File: config.mk
export PLATFORM = sky130hd
export DESIGN_NAME = axistream_snooper
export DESIGN_NICKNAME = d
export VERILOG_FILES = /design/src/rtl/axistream_snooper.sv
export SDC_FILE = /design/constraint.sdc
export NUM_CORES = 1
export LEC_CHECK = 0
export CAP_MARGIN = 30
export CORE_AREA = 3 3 99 101
export CTS_CLUSTER_DIAMETER = 40
export DETAILED_ROUTE_END_ITERATION = 8
export DIE_AREA = 0 0 102 104
export GPL_TIMING_DRIVEN = 0
export MAX_ROUTING_LAYER = met4
export PLACE_DENSITY = 0.77
export SLEW_MARGIN = 20
export SYNTH_ARGS = -nofsm -noshare
export SYNTH_HDL_FRONTEND = slang
export SYNTH_SLANG_ARGS = --single-unit
File: constraint.sdc
create_clock -name clk -period 7.85 [get_ports clk]
set_input_delay 2.355 -clock clk [delete_from_list [all_inputs] [get_ports clk]]
set_output_delay 2.355 -clock clk [all_outputs]
set_load 0.005 [all_outputs]
File: src/rtl/axistream_snooper.sv
// Passive AXI-Stream tap: copies each observed packet into packet memory through
// the snooper write port, claiming a buffer on the first beat or dropping the packet.
module axistream_snooper #(
    parameter int PACKMEM_ADDR_WIDTH = 8,
    parameter int PACKMEM_DATA_WIDTH = 64,
    parameter int INC_WIDTH          = 8
) (
    input  logic                              clk,
    input  logic                              rst,
    input  logic [PACKMEM_DATA_WIDTH-1:0]     snoop_TDATA,
    input  logic [PACKMEM_DATA_WIDTH/8-1:0]   snoop_TKEEP,
    input  logic                              snoop_TVALID,
    input  logic                              snoop_TREADY,
    input  logic                              snoop_TLAST,
    output logic [PACKMEM_ADDR_WIDTH-1:0]     sn_addr,
    output logic [PACKMEM_DATA_WIDTH-1:0]     sn_wr_data,
    output logic                              sn_wr_en,
    output logic [INC_WIDTH-1:0]              sn_byte_inc,
    output logic                              sn_done,
    output logic                              rdy_for_sn_ack,
    input  logic                              rdy_for_sn
);
    localparam int KEEP_W = PACKMEM_DATA_WIDTH / 8;

    typedef enum logic [1:0] {IDLE, CAPTURE, DROP} state_t;

    state_t                          state_q, state_d;
    logic [PACKMEM_ADDR_WIDTH-1:0]   cnt_q, cnt_d;
    logic                            ovf_q, ovf_d;
    logic [PACKMEM_ADDR_WIDTH-1:0]   addr_q, addr_d;
    logic [PACKMEM_DATA_WIDTH-1:0]   data_q, data_d;
    logic                            wen_q, wen_d;
    logic [INC_WIDTH-1:0]            inc_q, inc_d;
    logic                            done_q, done_d;
    logic                            ack_q, ack_d;
    logic                            beat;

    function automatic logic [INC_WIDTH-1:0] popcount(input logic [KEEP_W-1:0] keep);
        logic [INC_WIDTH-1:0] n;
        n = '0;
        for (int i = 0; i < KEEP_W; i++) begin
            n = n + INC_WIDTH'(keep[i]);
        end
        return n;
    endfunction

    assign beat = snoop_TVALID & snoop_TREADY;

    always_comb begin
        state_d = state_q;
        cnt_d   = cnt_q;
        ovf_d   = ovf_q;
        addr_d  = addr_q;
        data_d  = data_q;
        wen_d   = 1'b0;
        inc_d   = '0;
        done_d  = 1'b0;
        ack_d   = 1'b0;
        if (beat) begin
            unique case (state_q)
                IDLE: begin
                    // The buffer-ready decision is taken on the first beat only.
                    if (rdy_for_sn) begin
                        ack_d  = 1'b1;
                        wen_d  = 1'b1;
                        addr_d = '0;
                        data_d = snoop_TDATA;
                        inc_d  = popcount(snoop_TKEEP);
                        done_d = snoop_TLAST;
                        if (snoop_TLAST) begin
                            cnt_d = '0;
                        end else begin
                            cnt_d   = PACKMEM_ADDR_WIDTH'(1);
                            state_d = CAPTURE;
                        end
                    end else if (!snoop_TLAST) begin
                        state_d = DROP;
                    end
                end
                CAPTURE: begin
                    if (!ovf_q) begin
                        wen_d  = 1'b1;
                        addr_d = cnt_q;
                        data_d = snoop_TDATA;
                        inc_d  = popcount(snoop_TKEEP);
                        cnt_d  = cnt_q + PACKMEM_ADDR_WIDTH'(1);
                        if (&cnt_q) ovf_d = 1'b1;
                    end
                    if (snoop_TLAST) begin
                        done_d  = 1'b1;
                        cnt_d   = '0;
                        ovf_d   = 1'b0;
                        state_d = IDLE;
                    end
                end
                DROP: begin
                    if (snoop_TLAST) state_d = IDLE;
                end
                default: state_d = IDLE;
            endcase
        end
    end

    always_ff @(posedge clk) begin
        if (rst) begin
            state_q <= IDLE;
            cnt_q   <= '0;
            ovf_q   <= 1'b0;
            addr_q  <= '0;
            data_q  <= '0;
            wen_q   <= 1'b0;
            inc_q   <= '0;
            done_q  <= 1'b0;
            ack_q   <= 1'b0;
        end else begin
            state_q <= state_d;
            cnt_q   <= cnt_d;
            ovf_q   <= ovf_d;
            addr_q  <= addr_d;
            data_q  <= data_d;
            wen_q   <= wen_d;
            inc_q   <= inc_d;
            done_q  <= done_d;
            ack_q   <= ack_d;
        end
    end

    assign sn_addr        = addr_q;
    assign sn_wr_data     = data_q;
    assign sn_wr_en       = wen_q;
    assign sn_byte_inc    = inc_q;
    assign sn_done        = done_q;
    assign rdy_for_sn_ack = ack_q;
endmodule
Word level (Yosys, flattened, before mapping)
Index checks and enable logic that the tools add are counted.

storage, ports and cells
  input port bits = 78
  output and inout bits = 83
  register bits = 94

cells by class
  equality and inequality tests = 7
  $add $sub $neg = 8
  bitwise logic cells = 3
  muxes and demuxes = 28
  reduce and logical (&&, ||, !) cells = 10

operators with widths
  cell                                           count
  two-way mux 64 bit                             2
  case mux 64 bit (2 select lines)               1
  two-way mux 8 bit                              7
  case mux 8 bit (2 select lines)                3
  adder 7 x 1 -> 8 bit                           1
  adder 8 x 1 -> 8 bit, second input constant    1
  two-way mux 1 bit                              8
  two-way mux 2 bit                              4
  AND reduction 4 bit                            2
  AND reduction 8 bit                            1
  adder 6 x 1 -> 7 bit                           1
  adder 5 x 1 -> 6 bit                           1
  != test 2 bit, second input constant           3
  adder 4 x 1 -> 5 bit                           1
  adder 3 x 1 -> 4 bit                           1
  case mux 1 bit (2 select lines)                2
  case mux 2 bit (2 select lines)                1
  OR reduction 2 bit                             2
  adder 2 x 1 -> 3 bit                           1
  != test 3 bit, second input constant           1
  AND reduction 3 bit                            1
  OR reduction 3 bit                             1
  adder 1 x 1 -> 2 bit                           1
  == test 2 x 1 -> 1 bit, second input constant  1
  7 further kinds                                8

Logic depth before layout (Yosys ltp)
  word-level depth = 9
  gate-level depth with buffers = 10

Worst setup path before layout
OpenSTA, ideal clock, no wires.

  path kind = input-to-reg
  start point = input port snoop_TKEEP[0]
  end point = register inc_q[2] (netlist: sn_byte_inc[2])
  stages = 10
  arrival = 4.557 ns
  required time = 7.717 ns
  buffers on the path = 0
  slack = 3.160 ns
  setup time = 0.133 ns
  cell sequence = inv_1 fa_1 fa_1 fa_1 inv_1 ha_1 inv_1 fa_1 xor2_1 nor2_1

between the ends
  longest elaborated chain between the ends = 9
  elaborated cells on any way between the ends = 10
  those cells by class = add/sub (7); mux (3)

ends and longest elaborated chain
  what                                  line    text
  start: declaration                    11      input logic [PACKMEM_DATA_WIDTH/8-1:0] snoop_TKEEP,
  adder 1 x 1 -> 2 bit (*)              42      n = n + INC_WIDTH'(keep[i]);
  adder 2 x 1 -> 3 bit (*)              42
  adder 3 x 1 -> 4 bit (*)              42
  adder 4 x 1 -> 5 bit (*)              42
  adder 5 x 1 -> 6 bit (*)              42
  adder 6 x 1 -> 7 bit (*)              42
  adder 7 x 1 -> 8 bit (*)              42
  two-way mux 8 bit (on tied branches)  81, 63
  case mux 8 bit (2 select lines) (*)   60      unique case (state_q)
  end signal: assignment                122     inc_q <= inc_d;
  end: declaration                      33      logic [INC_WIDTH-1:0] inc_q, inc_d;

Every way passes the cells marked *; elsewhere a longest branch is shown, timed or not.
A chain may end at the register's enable or synchronous reset.

Final worst setup path
  start point = input port snoop_TKEEP[1]
  end point = register inc_q[2] (netlist: sn_byte_inc[2])

Same word-level chain as after synthesis.

==> summary.txt <==
IO Count -> 161
GR Util All Layers -> 18.51%
Area after DPL -> 5276 sq um
R2R cell count -> 7
Die W -> 102 microns
Core area -> 9109 sq um
Total number of vias -> 3395
DRT Pass-1 Iters -> 4
WP data arrival -> 5170 ps
Initial antenna violation count -> 0
Worst-Margin Slew -> 642.2 ps
CP endpoint kind -> register
Layout cells sized above 1 -> 6.942%
Ys flop type -> dfxtp_1
Final Hold Fails -> 0
Pwr dens -> 169.8 nW/um^2
Final Max Slew Viols -> 0
Skew-Pair Late Insertion Delay -> 350 ps
Library cells used by synthesis -> 36
Outcome -> completed
Die area -> 10610 sq um
R2r endpoint -> sn_addr[1]$_SDFFE_PP0P_
Area growth, synth to finish -> 53.03%
Post-Syn Instances -> 431
RSZ-0062 raised after global routing -> no
Post-CTS sizing -> 0
Setup-failing EPs final -> 0
TNS Setup -> 0 ps
CP Launch Type -> primary input
Hold depth -> 2
Final wirelength -> 9793 microns
Worst R2R Setup Slack -> 6090 ps
Yosys warns -> 0
Num CTS Buffers -> 9
Clock Tree Root -> clkbuf_8
Max FO, Critical Path -> 2
Placer Congestion -> 0.8574
Post-synth ARST share -> 0%
Max cap viols -> 0
Sequential share of the synthesized area -> 50.40%
Worst Hold Class -> reg -> reg
Crit path time final -> 4957 ps
CTS tree -> built
Routed WL per cell -> 13.68 microns
Nets -> 688
Flops & latches, synth -> 90
Post-Syn Area -> 3575 sq um
Starting DRT DRC Count -> 69
Final HPWL DP -> 7411 microns
Hold path start -> sn_wr_data[27]$_SDFFE_PP0P_
Port Buffers -> 155
Routed vias/inst -> 4.742
Row count -> 35
Clock Tree Buf Depth -> 2
Final period utilization -> 63.15%
Post-CTS setup buffer count -> 0
Chip Height -> 104 microns
Clock-pin slew on the worst setup and hold paths -> 80 ps
Fillers -> 821
Initial Util -> 39.24%
VDD IR max -> 0.0001119 V
Largest net degree at the start of global routing -> 16
Critical Path RT -> 8060 ps
# DRC -> 0
Vias in the first global route -> 3180
Worst Hold End -> sn_wr_data[27]$_SDFFE_PP0P_
Pleak -> 2.031 nW
Slew HR -> 57.03%
Antenna diode count -> 0
Clk sinks -> 90
Hold buffers post-CTS -> 0
EDFF count, synth -> 0
Post-route ant nets -> 0
Post-route cell area -> 5470 sq um
Post-Syn Area per Cell -> 8.294 sq um
Fmax achieved -> 0.2017 GHz
Layout Skew -> 13.83 ps
Critical path class -> in -> reg
Tot Pwr -> 929.0 uW
Critical R2R Launch -> state_q[1]$_SDFFE_PP0P_
Global-route wire length before repair -> 15410 microns
Grt ovf -> 0
H-tree depth -> 3
synth_stat cells, types with 2 or more instances:
library cell | count | area (sq um)
nand4_1 | 2 | 12.51
inv_1 | 18 | 67.56
nor3_1 | 2 | 10.01
nor2b_1 | 2 | 12.51
clkbuf_1 | 8 | 30.03
a211oi_1 | 2 | 15.01
nand3_1 | 2 | 10.01
buf_2 | 11 | 55.05
mux2i_1 | 3 | 30.03
fa_1 | 4 | 80.08
a22oi_1 | 8 | 60.06
and2_1 | 4 | 25.02
a21oi_1 | 70 | 350.3
dfxtp_1 | 90 | 1802
o21ai_0 | 9 | 45.04
buf_6 | 7 | 78.83
and3_1 | 4 | 25.02
nor2_1 | 21 | 78.83
a31oi_1 | 6 | 37.54
ha_1 | 6 | 75.07
nand2_1 | 132 | 495.5
buf_4 | 5 | 37.54
a311oi_1 | 2 | 17.52
final cells by class:
| class | instances | area (sq um) | area share [%] |
|---|---|---|---|
| sequential | 90 | 1802 | 32.94 |
| timing repair buffer | 155 | 1551 | 28.36 |
| multi-input combinational | 295 | 1515 | 27.70 |
| buffer | 31 | 201.4 | 3.683 |
| tap | 111 | 138.9 | 2.539 |
| clock buffer | 11 | 131.4 | 2.402 |
| inverter | 18 | 67.56 | 1.235 |
| clock inverter | 5 | 62.56 | 1.144 |
flip-flops by register name, indices dropped and copies added, names as in the netlist:
name,cells
ovf_q,1
sn_byte_inc,4
sn_wr_data,64
sn_addr,8
cnt_q,8
state_q,2
sn_done,1
sn_wr_en,1
rdy_for_sn_ack,1
per-layer routing:
metal	vias to the layer above	share of wire [%]	GRT usage (%)
met2	92	52	31.80
met5	-	0	-
met1	1550	42	22.09
li1	1743	-	-
met3	10	5.1	4.024
met4	0	1.1	3.936
metrics by stage:
step	setup slack, ps	cells	util (%)	hold slack (ps)
global placement	2616	700	57.93	441.4
floorplan	3160	434	-	450.8
detailed placement	2566	700	57.93	446.5
CTS	2918	716	60.05	458.3
global route	2758	716	60.05	470.7
finish	2893	716	60.05	456.1
worst max path at each step:
stage | slack [ps] | endpoint | cells after the start | startpoint
global route | 2760 | sn_byte_inc[2]$_SDFF_PP0_ | 11 | snoop_TKEEP[0]
detailed placement | 2570 | sn_byte_inc[2]$_SDFF_PP0_ | 11 | snoop_TKEEP[1]
CTS | 2920 | sn_byte_inc[2]$_SDFF_PP0_ | 11 | snoop_TKEEP[1]
finish | 2890 | sn_byte_inc[2]$_SDFF_PP0_ | 11 | snoop_TKEEP[1]
global placement | 2620 | sn_byte_inc[2]$_SDFF_PP0_ | 11 | snoop_TKEEP[0]
floorplan | 3160 | sn_byte_inc[2]$_SDFF_PP0_ | 10 | snoop_TKEEP[0]
critical path, cell delays in order:
cell             delay, ps
clkdlybuf4s50_1        480
inv_1                   60
fa_1                   470
fa_1                   510
fa_1                   400
inv_1                   60
ha_1                   160
inv_1                   60
fa_1                   380
xor2_1                 170
nor2_1                  60
cell usage in the layout, fill, tap and decap left out, types with 2 or more instances in the layout:
cell type / instances
nor2_1: 21
clkinvlp_4: 2
a311oi_1: 2
inv_6: 2
fa_1: 4
clkdlybuf4s50_1: 155
a21oi_1: 70
ha_1: 6
buf_6: 7
and2_1: 4
buf_2: 11
nand2_1: 132
nand4_1: 2
inv_1: 18
nand3_1: 2
a22oi_1: 8
clkbuf_8: 9
nor3_1: 2
o21ai_0: 9
mux2i_1: 3
conb_1: 4
and3_1: 4
a211oi_1: 2
dfxtp_1: 90
nor2b_1: 2
a31oi_1: 6
clkbuf_1: 10
buf_4: 5
power breakdown:
group	internal (mW)	switching (mW)	leakage (nW)	total, mW
combinational	0.0817	0.0585	1.21	0.140
clock	0.150	0.162	0.0906	0.312
sequential	0.470	0.00680	0.730	0.476
kinds of logic (layout without fill, tap and decap cells):
| logic type | after synthesis | count (layout) | share of synthesized area [%] |
|---|---|---|---|
| flops | 90 | 90 | 50.40 |
| fa+ha+maj | 10 | 10 | 4.340 |
| buf+inv | 49 | 220 | 7.525 |
| simple gates | 177 | 177 | 20.97 |
| other cells | 1 | 4 | 0.1049 |
| xor+xnor | 1 | 1 | 0.2451 |
| compound gates | 99 | 99 | 15.16 |
| mux | 4 | 4 | 1.260 |
Power figures use the tool's default switching activity.
